$ cat src/rtl/spdif_sample_packer.sv
// Packs decoded S/PDIF subframes into 32-bit status-tagged words and queues them for the USB bridge.
// Optional build macro SPDIF_PACKER_PARITY_DROP_EN discards parity-errored subframes before the FIFO.
module spdif_sample_packer #(
  parameter int DEPTH = 16,
  localparam int AW = $clog2(DEPTH)
) (
  input  logic          clock,
  input  logic          reset_n,
  input  logic          capture_en,
  input  logic          sub_lock,
  input  logic          sub_valid,
  input  logic [23:0]   sub_data,
  input  logic          sub_chan,
  input  logic          sub_blk,
  input  logic          sub_v,
  input  logic          sub_u,
  input  logic          sub_c,
  input  logic          sub_perr,
  output logic [31:0]   tx,
  output logic          tx_en,
  input  logic          tx_ce,
  output logic [AW:0]   fill,
  output logic [15:0]   drop_count,
  output logic          overflow
);

  typedef enum logic [1:0] {
    ST_IDLE = 2'd0,
    ST_SYNC = 2'd1,
    ST_RUN  = 2'd2
  } state_t;

  localparam logic [AW:0]   FILL_ZERO_C = {(AW+1){1'b0}};
  localparam logic [AW:0]   FILL_ONE_C  = {{AW{1'b0}}, 1'b1};
  localparam logic [AW:0]   FILL_FULL_C = (AW+1)'(DEPTH);
  localparam logic [AW-1:0] PTR_ONE_C   = {{(AW-1){1'b0}}, 1'b1};

  function automatic logic [31:0] pack_word(
    input logic        chan,
    input logic        blk,
    input logic        v,
    input logic        u,
    input logic        c,
    input logic        perr,
    input logic        gap,
    input logic        alt,
    input logic [23:0] data
  );
    return {chan, blk, v, u, c, perr, gap, alt, data};
  endfunction

  state_t        state_r, state_s;
  logic [31:0]   mem_r [DEPTH];
  logic [AW-1:0] wr_ptr_r, rd_ptr_r;
  logic [AW:0]   fill_r, fill_s;
  logic [31:0]   tx_r, head_s, word_s;
  logic          tx_en_r;
  logic [15:0]   drop_count_r;
  logic          overflow_r, gap_r, last_chan_r;
  logic          perr_ok_s, perr_bit_s, sync_hit_s;
  logic          cand_s, clr_s, first_s;
  logic          pop_s, push_s, drop_s, full_s, alt_s;

`ifdef SPDIF_PACKER_PARITY_DROP_EN
  assign perr_ok_s  = !sub_perr;
  assign perr_bit_s = 1'b0;
`else
  assign perr_ok_s  = 1'b1;
  assign perr_bit_s = sub_perr;
`endif

  assign sync_hit_s = sub_valid && sub_lock && sub_blk && !sub_chan && perr_ok_s;

  // Capture state register
  always_ff @(posedge clock or negedge reset_n) begin
    if (!reset_n) begin
      state_r <= ST_IDLE;
    end else begin
      state_r <= state_s;
    end
  end

  // Next-state logic; disable wins over lock loss
  always_comb begin
    state_s = state_r;
    case (state_r)
      ST_IDLE: begin
        if (capture_en) state_s = ST_SYNC;
        else            state_s = ST_IDLE;
      end
      ST_SYNC: begin
        if (!capture_en)     state_s = ST_IDLE;
        else if (sync_hit_s) state_s = ST_RUN;
        else                 state_s = ST_SYNC;
      end
      ST_RUN: begin
        if (!capture_en)   state_s = ST_IDLE;
        else if (!sub_lock) state_s = ST_SYNC;
        else               state_s = ST_RUN;
      end
      default: state_s = ST_IDLE;
    endcase
  end

  // State-decoded controls: write candidate, enable-time clear, alignment word marker
  always_comb begin
    cand_s  = 1'b0;
    clr_s   = 1'b0;
    first_s = 1'b0;
    case (state_r)
      ST_IDLE: clr_s = capture_en;
      ST_SYNC: begin
        cand_s  = capture_en && sync_hit_s;
        first_s = 1'b1;
      end
      ST_RUN:  cand_s = sub_valid && perr_ok_s;
      default: begin
        cand_s  = 1'b0;
        clr_s   = 1'b0;
        first_s = 1'b0;
      end
    endcase
  end

  assign pop_s  = (fill_r != FILL_ZERO_C) && tx_ce;
  assign full_s = (fill_r == FILL_FULL_C);
  assign push_s = cand_s && (!full_s || pop_s);
  assign drop_s = cand_s && !push_s;
  assign alt_s  = !first_s && (sub_chan == last_chan_r);
  assign word_s = pack_word(sub_chan, sub_blk, sub_v, sub_u, sub_c, perr_bit_s,
                            gap_r, alt_s, sub_data);

  // Occupancy after this edge's push/pop
  always_comb begin
    if (push_s && !pop_s)      fill_s = fill_r + FILL_ONE_C;
    else if (pop_s && !push_s) fill_s = fill_r - FILL_ONE_C;
    else                       fill_s = fill_r;
  end

  // Head word after this edge; a word pushed into an emptying FIFO bypasses the array
  always_comb begin
    head_s = tx_r;
    if (pop_s) begin
      if (fill_r == FILL_ONE_C) begin
        if (push_s) head_s = word_s;
        else        head_s = tx_r;
      end else begin
        head_s = mem_r[rd_ptr_r + PTR_ONE_C];
      end
    end else begin
      if (fill_r == FILL_ZERO_C && push_s) head_s = word_s;
      else                                 head_s = tx_r;
    end
  end

  // Word storage
  always_ff @(posedge clock) begin
    if (push_s) mem_r[wr_ptr_r] <= word_s;
  end

  // FIFO pointers, occupancy and registered head
  always_ff @(posedge clock or negedge reset_n) begin
    if (!reset_n) begin
      wr_ptr_r <= {AW{1'b0}};
      rd_ptr_r <= {AW{1'b0}};
      fill_r   <= FILL_ZERO_C;
      tx_r     <= 32'h0000_0000;
      tx_en_r  <= 1'b0;
    end else begin
      fill_r  <= fill_s;
      tx_r    <= head_s;
      tx_en_r <= (fill_s != FILL_ZERO_C);
      if (push_s) wr_ptr_r <= wr_ptr_r + PTR_ONE_C;
      if (pop_s)  rd_ptr_r <= rd_ptr_r + PTR_ONE_C;
    end
  end

  // Overflow accounting, gap marker and last written channel
  always_ff @(posedge clock or negedge reset_n) begin
    if (!reset_n) begin
      drop_count_r <= 16'h0000;
      overflow_r   <= 1'b0;
      gap_r        <= 1'b0;
      last_chan_r  <= 1'b0;
    end else if (clr_s) begin
      drop_count_r <= 16'h0000;
      overflow_r   <= 1'b0;
      gap_r        <= 1'b0;
      last_chan_r  <= 1'b0;
    end else if (drop_s) begin
      overflow_r <= 1'b1;
      gap_r      <= 1'b1;
      if (drop_count_r != 16'hFFFF) drop_count_r <= drop_count_r + 16'h0001;
    end else if (push_s) begin
      gap_r       <= 1'b0;
      last_chan_r <= sub_chan;
    end
  end

  assign tx         = tx_r;
  assign tx_en      = tx_en_r;
  assign fill       = fill_r;
  assign drop_count = drop_count_r;
  assign overflow   = overflow_r;

endmodule

$ cat config.mk
export PLATFORM = sky130hd
export DESIGN_NAME = spdif_sample_packer
export DESIGN_NICKNAME = d
export VERILOG_FILES = /design/src/rtl/spdif_sample_packer.sv
export SDC_FILE = /design/constraint.sdc
export NUM_CORES = 1
export LEC_CHECK = 0
export BUFFER_PORTS_ARGS = -buffer_cell sky130_fd_sc_hd__buf_4
export CORE_MARGIN = 5
export CORE_UTILIZATION = 55
export CTS_CLUSTER_DIAMETER = 30
export DETAILED_ROUTE_END_ITERATION = 10
export HOLD_SLACK_MARGIN = 0.12
export MAX_ROUTING_LAYER = met4
export PLACE_DENSITY = 0.77
export SLEW_MARGIN = 20
export SYNTH_ARGS = -nofsm -noshare
export SYNTH_HDL_FRONTEND = slang
export SYNTH_SLANG_ARGS = --single-unit
$ cat constraint.sdc
create_clock -name clock -period 2.85 [get_ports clock]
set_input_delay 0.1425 -clock clock [delete_from_list [all_inputs] [get_ports clock]]
set_output_delay 0.1425 -clock clock [all_outputs]
set_load 0.01 [all_outputs]
==> results_dict.tcl <==
set metrics [dict create \
    min_period_ps 2680 \
    track_usage_pct 25.5 \
    crit_arrival_ps 2960 \
    synth_edf_count 512 \
    rows 74 \
    dr.first_iter.drc_count 1381 \
    synth_nets 1224 \
    async_flop_share_pct 11.6 \
    grt-ovfl-total 0 \
    dp_hpwl_mm 28.1 \
    cts_tree "yes" \
    min_path_type "input pin to asynchronous set/reset pin" \
    drcViolationCount 0 \
    clock_sinks 579 \
    n_fill_cell 2424 \
    wl_per_cell_um 27.0 \
    syn_avg_cell_area_um2 19.4 \
    finClkSkew_ps 22.4 \
    synth_cells 1174 \
    final_cell_area_um2 28800 \
    setup.worst_path.class "register to register" \
    crit_chain "inv_1 > ha_1 > and4_1 > a32o_1 > nand2_1 > nor3_1 > and2_2 > buf_4" \
    layout.nets 1459 \
    synth-seq-cells 579 \
    max_cap_viol_count 0 \
    path_buf_inv 2 \
    synth.cell_area_um2 22800 \
    drive_gt1_share_pct 32.8 \
    dr_total_vias 12500 \
    worstSetupEndpointType "register" \
    yosysWarningCount 0 \
    numCtsBuffers 102 \
    synth_seq_area_share_pct 74.7 \
    synth_top_flop_cell "edfxtp_1" \
    start_kind "register" \
    tns_ps 0 \
    ir_drop_uv 1010 \
    layout_commonest_cell "edfxtp_1" \
    grt_pass1_wl_mm 83.7 \
    finalWirelength_mm 54.9 \
    synth.distinct_cells 44 \
    multi_input_area_um2 5570 \
    via_per_inst 6.17 \
    hold_slack_ps 142 \
    ios 91 \
    core_area_um2 40900 \
    status "complete, no violations" \
    fp.dieH_um 214 \
    fin_crit_sh_pct 94.1 \
    port_buffers 90 \
    cp.required_ps 3130 \
    areaGrowthSynthToFinish_pct 26.3 \
    crit_family "simple AND/OR/NAND/NOR gates" \
    antenna_found_initial 0 \
    clk_pin_slew_ps 50 \
    clock_latency_ps 620 \
    max_stage_delay_ps 370 \
    cts_root_buffer "clkbuf_16" \
    p_leak_nw 10.0 \
    finalSetupViolCount 0 \
    die_area_um2 45700 \
    clockBufferDepth 3 \
    hold_violations 0 \
    htreeDepth 3 \
    dieWidth_um 214 \
    rsz0062_at_grt "no" \
    antennaDiodeCount 0 \
    grt_pass1_vias 13500 \
    final-max-slew-violation-count 0 \
    dr.pass1.iters 6 \
    placed_area_um2 24800 \
    p_per_area_nw_per_um2 1100 \
    fmax_mhz 373 \
    relSlewSlack_pct 51.4 \
    cp_slowest_cell "dfrtp_1" \
    max_slew.worst_pin.slew_ps 728 \
    gp_congestion 0.804 \
    layout_common_cells "512 x edfxtp_1, 135 x buf_4, 128 x mux4_2, 106 x clkbuf_16, 71 x a21oi_1" \
    cp_max_fo 12 \
    register_area_um2 17100 \
    postRouteAntennaNets 0 \
    grt_max_degree 65 \
    start_util_pct 55.8 \
]
-- worst min-delay path: cells and delay by family --
| kind | cells | cell delay (ps) |
|---|---|---|
| buffers and inverters | 3 | 980 |
-- kinds of logic (layout without fill, tap and decap cells) --
logic type      count (synthesis)  count (layout)  synth area share [%]
flops                         579             579                  74.7
buf+inv                        70             395                  1.27
xor+xnor                       26              26                 0.998
compound gates                150             150                  4.14
mux                           162             162                  14.1
simple gates                  173             173                  4.00
fa+ha+maj                      14              14                 0.767
-- synthesized netlist by cell type, types with 2 or more instances --
cell,instances,area share [%]
o21ai_1,2,0.044
xor2_1,19,0.73
o21ai_0,2,0.044
mux2i_1,34,1.5
and2_1,15,0.41
buf_1,7,0.12
clkbuf_1,37,0.61
nand4_1,5,0.14
xnor2_1,7,0.27
edfxtp_1,512,67
dfrtp_1,67,7.3
and3_1,4,0.11
nor3b_1,2,0.066
mux4_2,128,13
nand3_1,17,0.37
inv_1,8,0.13
and4_1,8,0.31
nor3_1,2,0.044
or3_1,2,0.055
buf_4,2,0.066
a21oi_1,72,1.6
a211oi_1,64,2.1
buf_2,16,0.35
nand2_1,24,0.39
ha_1,14,0.77
nor2_1,54,0.89
nor2b_1,33,0.90
-- report_power, final --
part | internal [mW] | total (mW) | switching [mW] | leakage, nW
clock | 8.62 | 12.9 | 4.31 | 1.78
combinational | 4.29 | 8.98 | 4.69 | 2.83
sequential | 9.58 | 9.90 | 0.317 | 5.43
total | 22.5 | 31.8 | 9.32 | 10.0
-- final timing paths --
check | slack, ps | from | cells after the start | end
max in group asynchronous | 2440 | reset_n | 3 | tx[6]
max | 170 | state_r[0] | 8 | mem_r[3][25]
min | 140 | reset_n | 3 | tx[27]
max reg2reg | 170 | state_r[0] | 8 | mem_r[3][25]
min in group clock | 200 | sub_valid | 5 | gap_r
min reg2reg | 510 | overflow | 2 | overflow
-- what timing repair did --
item,4_1_cts,5_1_grt
resized for setup,0,1
endpoints found under the setup margin,0,51
hold buffers,37,0
buffers inserted,0,0
endpoints found under the hold margin,587,0
-- layout make-up --
cell class                      instances  area share (%)
Clock buffer                          110            9.25
Clock inverter                         84            3.58
Inverter                                8           0.104
Multi-Input combinational cell        525            19.3
Sequential cell                       579            59.1
Tap cell                              532            2.31
Timing Repair Buffer                  193            6.29
-- routing by layer --
metal  vias up  track usage [%]  wire length, µm
met2       594             41.2            28400
met4         0             8.22             1350
met3        93             5.30             4090
li1       5286                -                -
met1      6558             33.2            21100
met5         -                -                0
-- through the flow --
| step | util, % | power, mW | instances | setup slack (ps) |
|---|---|---|---|---|
| after floorplan | - | 15.9 | 1174 | 95.3 |
| after global placement | 60.5 | 18.6 | 1800 | 259 |
| after detailed placement | 60.5 | 18.8 | 1800 | 192 |
| after CTS | 70.4 | 32.0 | 2031 | 123 |
| after global routing | 70.5 | 33.1 | 2031 | 2.12 |
| final | 70.5 | 31.8 | 2031 | 168 |
-- sequential cells by signal, summed over array words and instances (netlist names) --
register and count:
drop_count 16, fill 5, gap_r 1, last_chan_r 1
mem_r 512, overflow 1, rd_ptr_r 4, state_r 2
tx 32, tx_en 1, wr_ptr_r 4
Power figures use the tool's default switching activity.
